===== src/rtl/pea_pkg.sv =====
// rtl/pea_pkg.sv - shared constants and FSM encoding for the PEA scheduler
// Purpose: CFDF mode constants, actor opcodes and the scheduler state type.
// Ports:   none (package).
package pea_pkg;

  // CFDF modes presented on next_instr
  localparam logic [1:0] SETUP_INSTR = 2'b00;
  localparam logic [1:0] INSTR       = 2'b01;
  localparam logic [1:0] OUTPUT      = 2'b10;

  // Opcodes reported by the actor on completion
  localparam logic [7:0] OPC_RST = 8'h00;
  localparam logic [7:0] OPC_EVP = 8'h03;

  typedef enum logic [2:0] {
    ST_IDLE    = 3'd0,
    ST_SETTLE  = 3'd1,
    ST_INVOKE  = 3'd2,
    ST_WAIT_FC = 3'd3,
    ST_ADVANCE = 3'd4,
    ST_ERROR   = 3'd5
  } state_t;

  // Mode sequencing applied in ADVANCE from the captured opcode.
  function automatic logic [1:0] next_mode(input logic [1:0] mode, input logic [7:0] opc);
    logic [1:0] m;
    m = SETUP_INSTR;
    case (mode)
      SETUP_INSTR: m = INSTR;
      INSTR: begin
        if (opc == OPC_EVP)      m = OUTPUT;
        else if (opc == OPC_RST) m = SETUP_INSTR;
        else                     m = INSTR;
      end
      OUTPUT:  m = INSTR;
      default: m = SETUP_INSTR;
    endcase
    return m;
  endfunction

endpackage


===== src/rtl/pea_wdog.sv =====
// rtl/pea_wdog.sv - firing-complete watchdog counter
// Purpose: counts enabled cycles since the last clear and flags when the
//          current counted cycle is the TIMEOUT-th one.
// Ports:   clk, rst (sync, active-high), clear (restart count),
//          count_en (count this cycle), expired (TIMEOUT-th counted cycle).
module pea_wdog #(
  parameter int TIMEOUT = 255
) (
  input  logic clk,
  input  logic rst,
  input  logic clear,
  input  logic count_en,
  output logic expired
);

  localparam int W = (TIMEOUT < 2) ? 1 : $clog2(TIMEOUT + 1);

  logic [W-1:0] cnt;

  // cnt holds the number of counted cycles already completed, so the
  // TIMEOUT-th counted cycle is the one where cnt equals TIMEOUT-1.
  assign expired = count_en && (cnt == W'(TIMEOUT - 1));

  always_ff @(posedge clk) begin
    if (rst || clear) begin
      cnt <= '0;
    end else if (count_en && !expired) begin
      cnt <= cnt + 1'b1;
    end
  end

endmodule


===== src/rtl/pea_scheduler.sv =====
// rtl/pea_scheduler.sv - CFDF actor firing scheduler with FC watchdog
// Purpose: fires the actor when enabled while run is high, tracks the CFDF
//          mode from completed opcodes and flags a sticky FC timeout.
// Ports:   clk, rst (sync, active-high), run, clr_err, enable, FC, instr[7:0]
//          in; invoke, next_instr[1:0], busy, err, fire_count[CNT_W-1:0] out.
module pea_scheduler
  import pea_pkg::*;
#(
  parameter int TIMEOUT = 255,
  parameter int CNT_W   = 16
) (
  input  logic             clk,
  input  logic             rst,
  input  logic             run,
  input  logic             clr_err,
  input  logic             enable,
  input  logic             FC,
  input  logic [7:0]       instr,
  output logic             invoke,
  output logic [1:0]       next_instr,
  output logic             busy,
  output logic             err,
  output logic [CNT_W-1:0] fire_count
);

  state_t     state, state_nxt;
  logic [7:0] opc_q;
  logic       expired;
  logic       fc_accept;

  // FC only counts in WAIT_FC; the INVOKE cycle never samples it.
  assign fc_accept = (state == ST_WAIT_FC) && FC;

  pea_wdog #(.TIMEOUT(TIMEOUT)) u_wdog (
    .clk      (clk),
    .rst      (rst),
    .clear    (state != ST_WAIT_FC),
    .count_en (state == ST_WAIT_FC),
    .expired  (expired)
  );

  always_ff @(posedge clk) begin
    if (rst) begin
      state <= ST_IDLE;
    end else begin
      state <= state_nxt;
    end
  end

  always_comb begin
    state_nxt = state;
    invoke    = 1'b0;
    busy      = 1'b0;
    err       = 1'b0;
    case (state)
      ST_IDLE: begin
        if (run) state_nxt = ST_SETTLE;
      end
      ST_SETTLE: begin
        if (!run)        state_nxt = ST_IDLE;
        else if (enable) state_nxt = ST_INVOKE;
      end
      ST_INVOKE: begin
        invoke    = 1'b1;
        busy      = 1'b1;
        state_nxt = ST_WAIT_FC;
      end
      ST_WAIT_FC: begin
        busy = 1'b1;
        // A completion in the last allowed cycle still wins over the timeout.
        if (FC)           state_nxt = ST_ADVANCE;
        else if (expired) state_nxt = ST_ERROR;
      end
      ST_ADVANCE: begin
        state_nxt = ST_SETTLE;
      end
      ST_ERROR: begin
        err = 1'b1;
        if (clr_err) state_nxt = ST_IDLE;
      end
      default: state_nxt = ST_IDLE;
    endcase
  end

  always_ff @(posedge clk) begin
    if (rst) begin
      opc_q      <= '0;
      fire_count <= '0;
      next_instr <= SETUP_INSTR;
    end else begin
      if (fc_accept) begin
        opc_q      <= instr;
        fire_count <= fire_count + 1'b1;
      end
      if (state == ST_ADVANCE) begin
        next_instr <= next_mode(next_instr, opc_q);
      end
    end
  end

endmodule


===== config.mk =====
export PLATFORM = sky130hd
export DESIGN_NAME = pea_scheduler
export DESIGN_NICKNAME = d
export VERILOG_FILES = /design/src/rtl/pea_pkg.sv /design/src/rtl/pea_wdog.sv /design/src/rtl/pea_scheduler.sv
export SDC_FILE = /design/constraint.sdc
export NUM_CORES = 1
export LEC_CHECK = 0
export BUFFER_PORTS_ARGS = -buffer_cell sky130_fd_sc_hd__clkbuf_2
export CAP_MARGIN = 10
export CORE_UTILIZATION = 54
export DETAILED_ROUTE_END_ITERATION = 10
export PLACE_DENSITY = 0.78
export SLEW_MARGIN = 20
export SYNTH_ARGS = -nofsm -noshare
export SYNTH_HDL_FRONTEND = slang
export SYNTH_SLANG_ARGS = --single-unit

===== constraint.sdc =====
create_clock -name clk -period 2.5 [get_ports clk]
set_clock_uncertainty 0.2 [all_clocks]
set_input_delay 0.25 -clock clk [delete_from_list [all_inputs] [get_ports clk]]
set_output_delay 0.25 -clock clk [all_outputs]
set_load 0.05 [all_outputs]

=== Yosys cells after proc, flatten, opt, wreduce, memory -nomap -nowiden ===
Index checks and enable logic that the tools add are counted.

* Logic and storage cells: 45
* Bits of input ports: 14
* Output and inout port bits: 21
* Flip-flop bits (word level): 37

* Eq/ne operators: 14
* Reductions and logical operators: 11
* Muxes and demuxes: 13
* Add/sub/neg operators: 2

{| class="wikitable"
|+ Operators with widths
! operator !! number
|-
| $mux 3 || 6
|-
| $pmux 3 s6 || 1
|-
| $add 16x1->16 const B || 1
|-
| $add 8x1->8 const B || 1
|-
| $eq 8x2->1 const B || 1
|-
| $eq 8x8->1 const B || 1
|-
| $logic_not 8->1 || 1
|-
| $eq 3x2->1 const B || 2
|-
| $eq 3x3->1 const B || 2
|-
| $ne 3x3->1 const B || 2
|-
| $mux 1 || 4
|-
| $ne 2x2->1 const B || 2
|-
| $pmux 2 s2 || 1
|-
| $reduce_and 4->1 || 1
|-
| $reduce_or 2->1 || 2
|-
| $eq 3x1->1 const B || 1
|-
| $logic_and 1x1->1 || 3
|-
| $logic_not 3->1 || 1
|-
| $ne 3x2->1 const B || 1
|-
| $eq 2x1->1 const B || 1
|-
| $eq 2x2->1 const B || 1
|-
| $logic_not 2->1 || 1
|-
| $mux 2 || 1
|-
| $logic_not 1->1 || 1
|-
| $logic_or 1x1->1 || 1
|}

=== Longest topological paths before layout ===
* Depth after elaboration: 5
* Depth in mapped cells: 6
* Depth with buffers taken out: 6

=== Cells and area by module ===
A second synthesis with hierarchy kept.

* Cell total of the unflattened synthesis: 219
* Area total of the unflattened synthesis: 1811.7 um2

{| class="wikitable"
|+ By module, submodules not included
! module !! times used !! seq. area each (um2) !! cells each !! area an instance (um2)
|-
| pea_scheduler || 1 || 580.6 || 168 || 1356.3
|-
| pea_wdog || 1 || 160.2 || 51 || 455.4
|}

=== Least setup slack after synthesis ===
OpenSTA, ideal clock, no wires.

* Kind: flip-flop to flip-flop
* Start point: register fire_count[3]
* End point: register fire_count[13]
* Data required time: 2.229 ns
* Arrival time: 1.989 ns
* Period minus slack after synthesis: 2.259 ns
* Stages on the path, launching flop included: 5
* Path buffers: 0
* Setup time: 0.071 ns
* Slack: 0.241 ns
* Path through: dfxtp_1 > nand4_1 > or4b_4 > or3_1 > a21oi_1

* Word-level cells in the longest chain between the ends: 1

{| class="wikitable"
|+ Ends and longest elaborated chain
! what !! line !! text
|-
| from (decl) || pea_scheduler.sv:23 || <nowiki>output logic [CNT_W-1:0] fire_count</nowiki>
|-
| from (signal assigned) || pea_scheduler.sv:93 || <nowiki>fire_count <= fire_count + 1'b1;</nowiki>
|-
| $add 16x1->16 || pea_scheduler.sv:93 ||
|}

No other way between the ends.
A chain may end at the register's enable or synchronous reset.

=== Worst setup path after layout ===
* Start point: register state[0]
* End point: register fire_count[15]

* Word-level cells in the longest chain between the ends: 2

{| class="wikitable"
|+ Ends and longest elaborated chain
! what !! line !! text
|-
| from (decl) || pea_scheduler.sv:26 || <nowiki>state_t state, state_nxt;</nowiki>
|-
| from (signal assigned) || pea_scheduler.sv:46 || <nowiki>state <= state_nxt;</nowiki>
|-
| $eq 3x2->1 || pea_scheduler.sv:32 || <nowiki>assign fc_accept = (state == ST_WAIT_FC) && FC;</nowiki>
|-
| $logic_and 1x1->1 || pea_scheduler.sv:32 ||
|}

No other way between the ends.

==> run summary <==
The flow ran to the end, and the final reports show no timing, DRC or antenna violations. In the final design database the tool counted 271 nets. The tools report the buffer type at the clock tree root as clkbuf_4. Summing all multi-input logic gate instances after layout gives 953 um^2. The die is 59.2 um wide.

The required time of the critical path came out at 2.57 ns. The complex-gate fraction of the synthesized area was 12.3%. For the number of hold violations in the final report, the log shows 0. Static leakage: 0.780 nW. TritonCTS built the clock tree. For the combined global-route utilization of all metal layers, the log shows 22.2%.

After synthesis, the largest family of logic cells by area is simple AND/OR/NAND/NOR gates. The number of buffers and inverters on the critical path is 0. For the number of antenna violations at the first check in global routing, the log shows 0. The largest area contributor in the synthesized netlist is dfxtp_1.

In the synthesized netlist the dominant register cell turns out to be dfxtp_1. The post-cts gate resize count is 0. In the synthesized netlist, the cells that appear most often are dfxtp_1, nand2_1, nor2_1, a21oi_1, xnor2_1. The final clock period utilization by the worst path was 84.4%; the DRC marker count from the first detailed-route iteration was 62.

The hold-critical path endpoint is state[0]$_SDFFE_PP0P_. Static timing analysis puts the maximum clock frequency at 474 MHz. Yosys attributes the largest share of cell area to dfxtp_1, nand2_1, a21oi_1, xnor2_1, nor2_1.

Setup repair after global routing left no endpoint under its margin. Setup violations remaining at the end of the flow were counted as 0. The number of synthesized flops with an enable pin was 0; the clock-pin slew reported for the worst setup and hold paths after clock tree synthesis was 0.09 ns. The share of the synthesized netlist area taken by xor and xnor gates is 8.44%. For the total of warnings raised by yosys, the log shows 0. Counting distinct cell types in the post-synthesis netlist gives 41. Among all stages on the critical path, the largest delay is contributed by dfxtp_1. CTS sink count: 37. The clock latency on the worst-skew pair was 0.34 ns; the signal arrival time at the worst endpoint was 2.18 ns. For this run, the slowest stage of the critical path takes 0.61 ns.

Buffers placed on the I/O ports in this run total 34. Basic-gate share of the synthesized area counting and, or, nand and nor cells: 31.1%. For the via count of the routed design, the log shows 1,571. The post-synthesis mux area share was 0%; the worst ir drop on vdd was 0.342 mV. Summing every instance area after synthesis gives 1760 um^2. At the end of routability-driven placement, the weighted congestion stood at 0.792. The via density per instance was 5.29.

The critical-path maximum fanout came out at 14. The wire length per cell is 11.7 um, and the layout overhead on the synthesized area is 18.1%. The number of cells on the worst reg-to-reg path is 4. The measured slew at the worst slew-check pin works out to 0.592 ns. The finished layout holds 297 standard cells, fillers aside.

The total number of H-tree levels was 2. The aggregate global routing overflow came out at 0. Counting the fill cells in the layout gives 283. The run gives 1,343 as the number of global-route vias before repair. In this run the vertical extent of the chip is 59.2 um. Counting every net in the synthesized netlist gives 230.

The most instantiated library cell after synthesis is dfxtp_1. The class of the tightest hold or removal check was input pin to flop. The total area of sequential cells is 741 um^2, and the fraction of registers with async set or reset after synthesis is 0%.

Max-cap violations in this run came to 0. For the final routed database, the setup TNS stands at 0 ns. The detail route stage leaves a number of antenna-violating nets equal to 0. Walking the worst path, the cells encountered are nand4b_4 > or4b_4 > or3_1 > a21oi_1. The family with the most delay on the worst path was simple AND/OR/NAND/NOR gates. The tools report the cell count after synthesis as 213. The logs give 20 for the site row count and 3500 um^2 for the area enclosed by the die boundary.

The tools report the launch instance of the worst min-delay path as run. Layout cell share with drive strength beyond 1: 18.6%. Nature of the critical path endpoint: a flop. The initial utilization of the core area, before any placement, comes to 57.3%.

The first global-routing pass estimated 5.82 mm of wire. Type of origin of the critical path: a flop. Launch point of the worst reg-to-reg path: state[0]$_SDFFE_PP0P_. The core region is 3080 um^2. The final critical path time including I/O delays and setup came out at 2.11 ns. The final number of max-transition violations came out at 0. The number of buffers inserted during clock tree synthesis was 5; the remaining max-slew budget at the tightest pin was 60.0%. The worst register-to-register path ends at fire_count[15]$_SDFFE_PP0P_. Areal power density over the cells: 474 nW/um^2. No sink is reached through more buffers than the 2 on the longest clock path. Once detailed placement completed, the half-perimeter wirelength came to 2.36 mm. The worst hold path passes through 3 cells. The minimum setup slack among reg-to-reg paths was 0.39 ns. For this design the top-level I/O count stands at 35. In this run, synthesis produced a sequential element count of 37. Averaged over all synthesized cells, the footprint is 8.28 um^2.

Entering global routing, the biggest net connects 31 pins. Part of the Yosys area used for sequential elements: 42.0%. The worst setup path is of the flop to flop kind. For this run, the detailed router's first-pass iteration total came to 4.

The top cell type by area accounts for 42.0% of the synthesized area. The adder-cell share of the synthesized area was 2.13%; the number of remaining DRC errors was 0. Including well taps, the total number of placed cells is 283. The run gives 0 as the number of antenna repair diodes. The final wirelength came out at 3.48 mm.
flip-flops by register name (all words and copies together) (netlist names):
register / count
next_instr: 2
opc_q: 8
fire_count: 16
state: 3
u_wdog.cnt: 8
worst max path at each step:
stage,start,end,depth (start not counted)
floorplan,fire_count[3]$_SDFFE_PP0P_,fire_count[13]$_SDFFE_PP0P_,4
global placement,state[0]$_SDFFE_PP0P_,fire_count[13]$_SDFFE_PP0P_,4
detailed placement,state[0]$_SDFFE_PP0P_,fire_count[15]$_SDFFE_PP0P_,4
CTS,state[0]$_SDFFE_PP0P_,fire_count[15]$_SDFFE_PP0P_,4
global route,state[2]$_SDFFE_PP0P_,next_instr[1]$_SDFFE_PP0N_,4
finish,state[0]$_SDFFE_PP0P_,fire_count[15]$_SDFFE_PP0P_,4
worst register-to-register path, delay by kind of cell (launching register included):
kind            cells  cell delay (ns)
compound gates      1             0.14
flops               1             0.61
simple gates        3             1.09
cell families (layout without fill, tap and decap cells):
kind of cell,after synthesis,count (layout)
buf+inv,17,57
simple gates,103,103
xor+xnor,17,17
fa+ha+maj,3,3
compound gates,36,36
flops,37,37
power by group:
part	internal, mW	total (mW)	leakage, nW	switching (mW)
Sequential	0.597	0.615	0.298	0.0185
Clock	0.0975	0.281	0.0269	0.184
Combinational	0.0432	0.0922	0.454	0.0489
stage by stage:
stage	power (mW)	setup WS (ns)	util (%)	hold slack, ns	cell area [um^2]
global placement	0.710	0.452	63.7	0.245	1960
CTS	1.00	0.377	67.7	0.0785	2080
detailed placement	0.711	0.405	63.7	0.246	1960
global route	1.04	0.249	67.7	0.114	2080
finish	0.988	0.389	67.7	0.0863	2080
floorplan	0.689	0.241	-	0.186	1760
placed cells by master, fill, tap and decap left out, types with 2 or more instances in the layout:
master         instances
clkbuf_2              34
and4_1                 2
or3_1                  4
nor3b_1                2
nand2b_1               3
ha_1                   3
nor2_1                22
inv_1                  7
clkbuf_4               5
buf_4                  2
and3_1                 5
nand4b_1               2
nand3b_1               3
nor3_1                 6
xnor2_1               10
o21ai_0                7
nand4_1                5
dfxtp_1               37
o211ai_1               3
a221oi_1               2
xor2_1                 7
nand3_1                5
dlygate4sd3_1          8
nand2_1               31
nor4_1                 4
a21oi_1               18
final cells by class:
cell class                      instances  share of cell area (%)
Multi-Input combinational cell        159                    45.8
Timing Repair Buffer                   44                    12.7
Sequential cell                        37                    35.6
Clock inverter                          1                   0.240
Clock buffer                            5                    1.80
Inverter                                7                    1.26
Tap cell                               44                    2.64
metal layers:
layer | vias up | part of all wire, % | GRT usage (%)
met1 | 714 | 47 | 28.5
met3 | 7 | 4.2 | 6.33
li1 | 821 | - | -
met4 | 0 | 1.7 | 9.18
met5 | - | 0 | 0
met2 | 29 | 47 | 34.9
what timing repair did:
item                                   CTS  global route
buffers inserted                         0             0
endpoints found under the hold margin    8             0
hold buffers                             8             0
(Power assumes the default switching activity.)
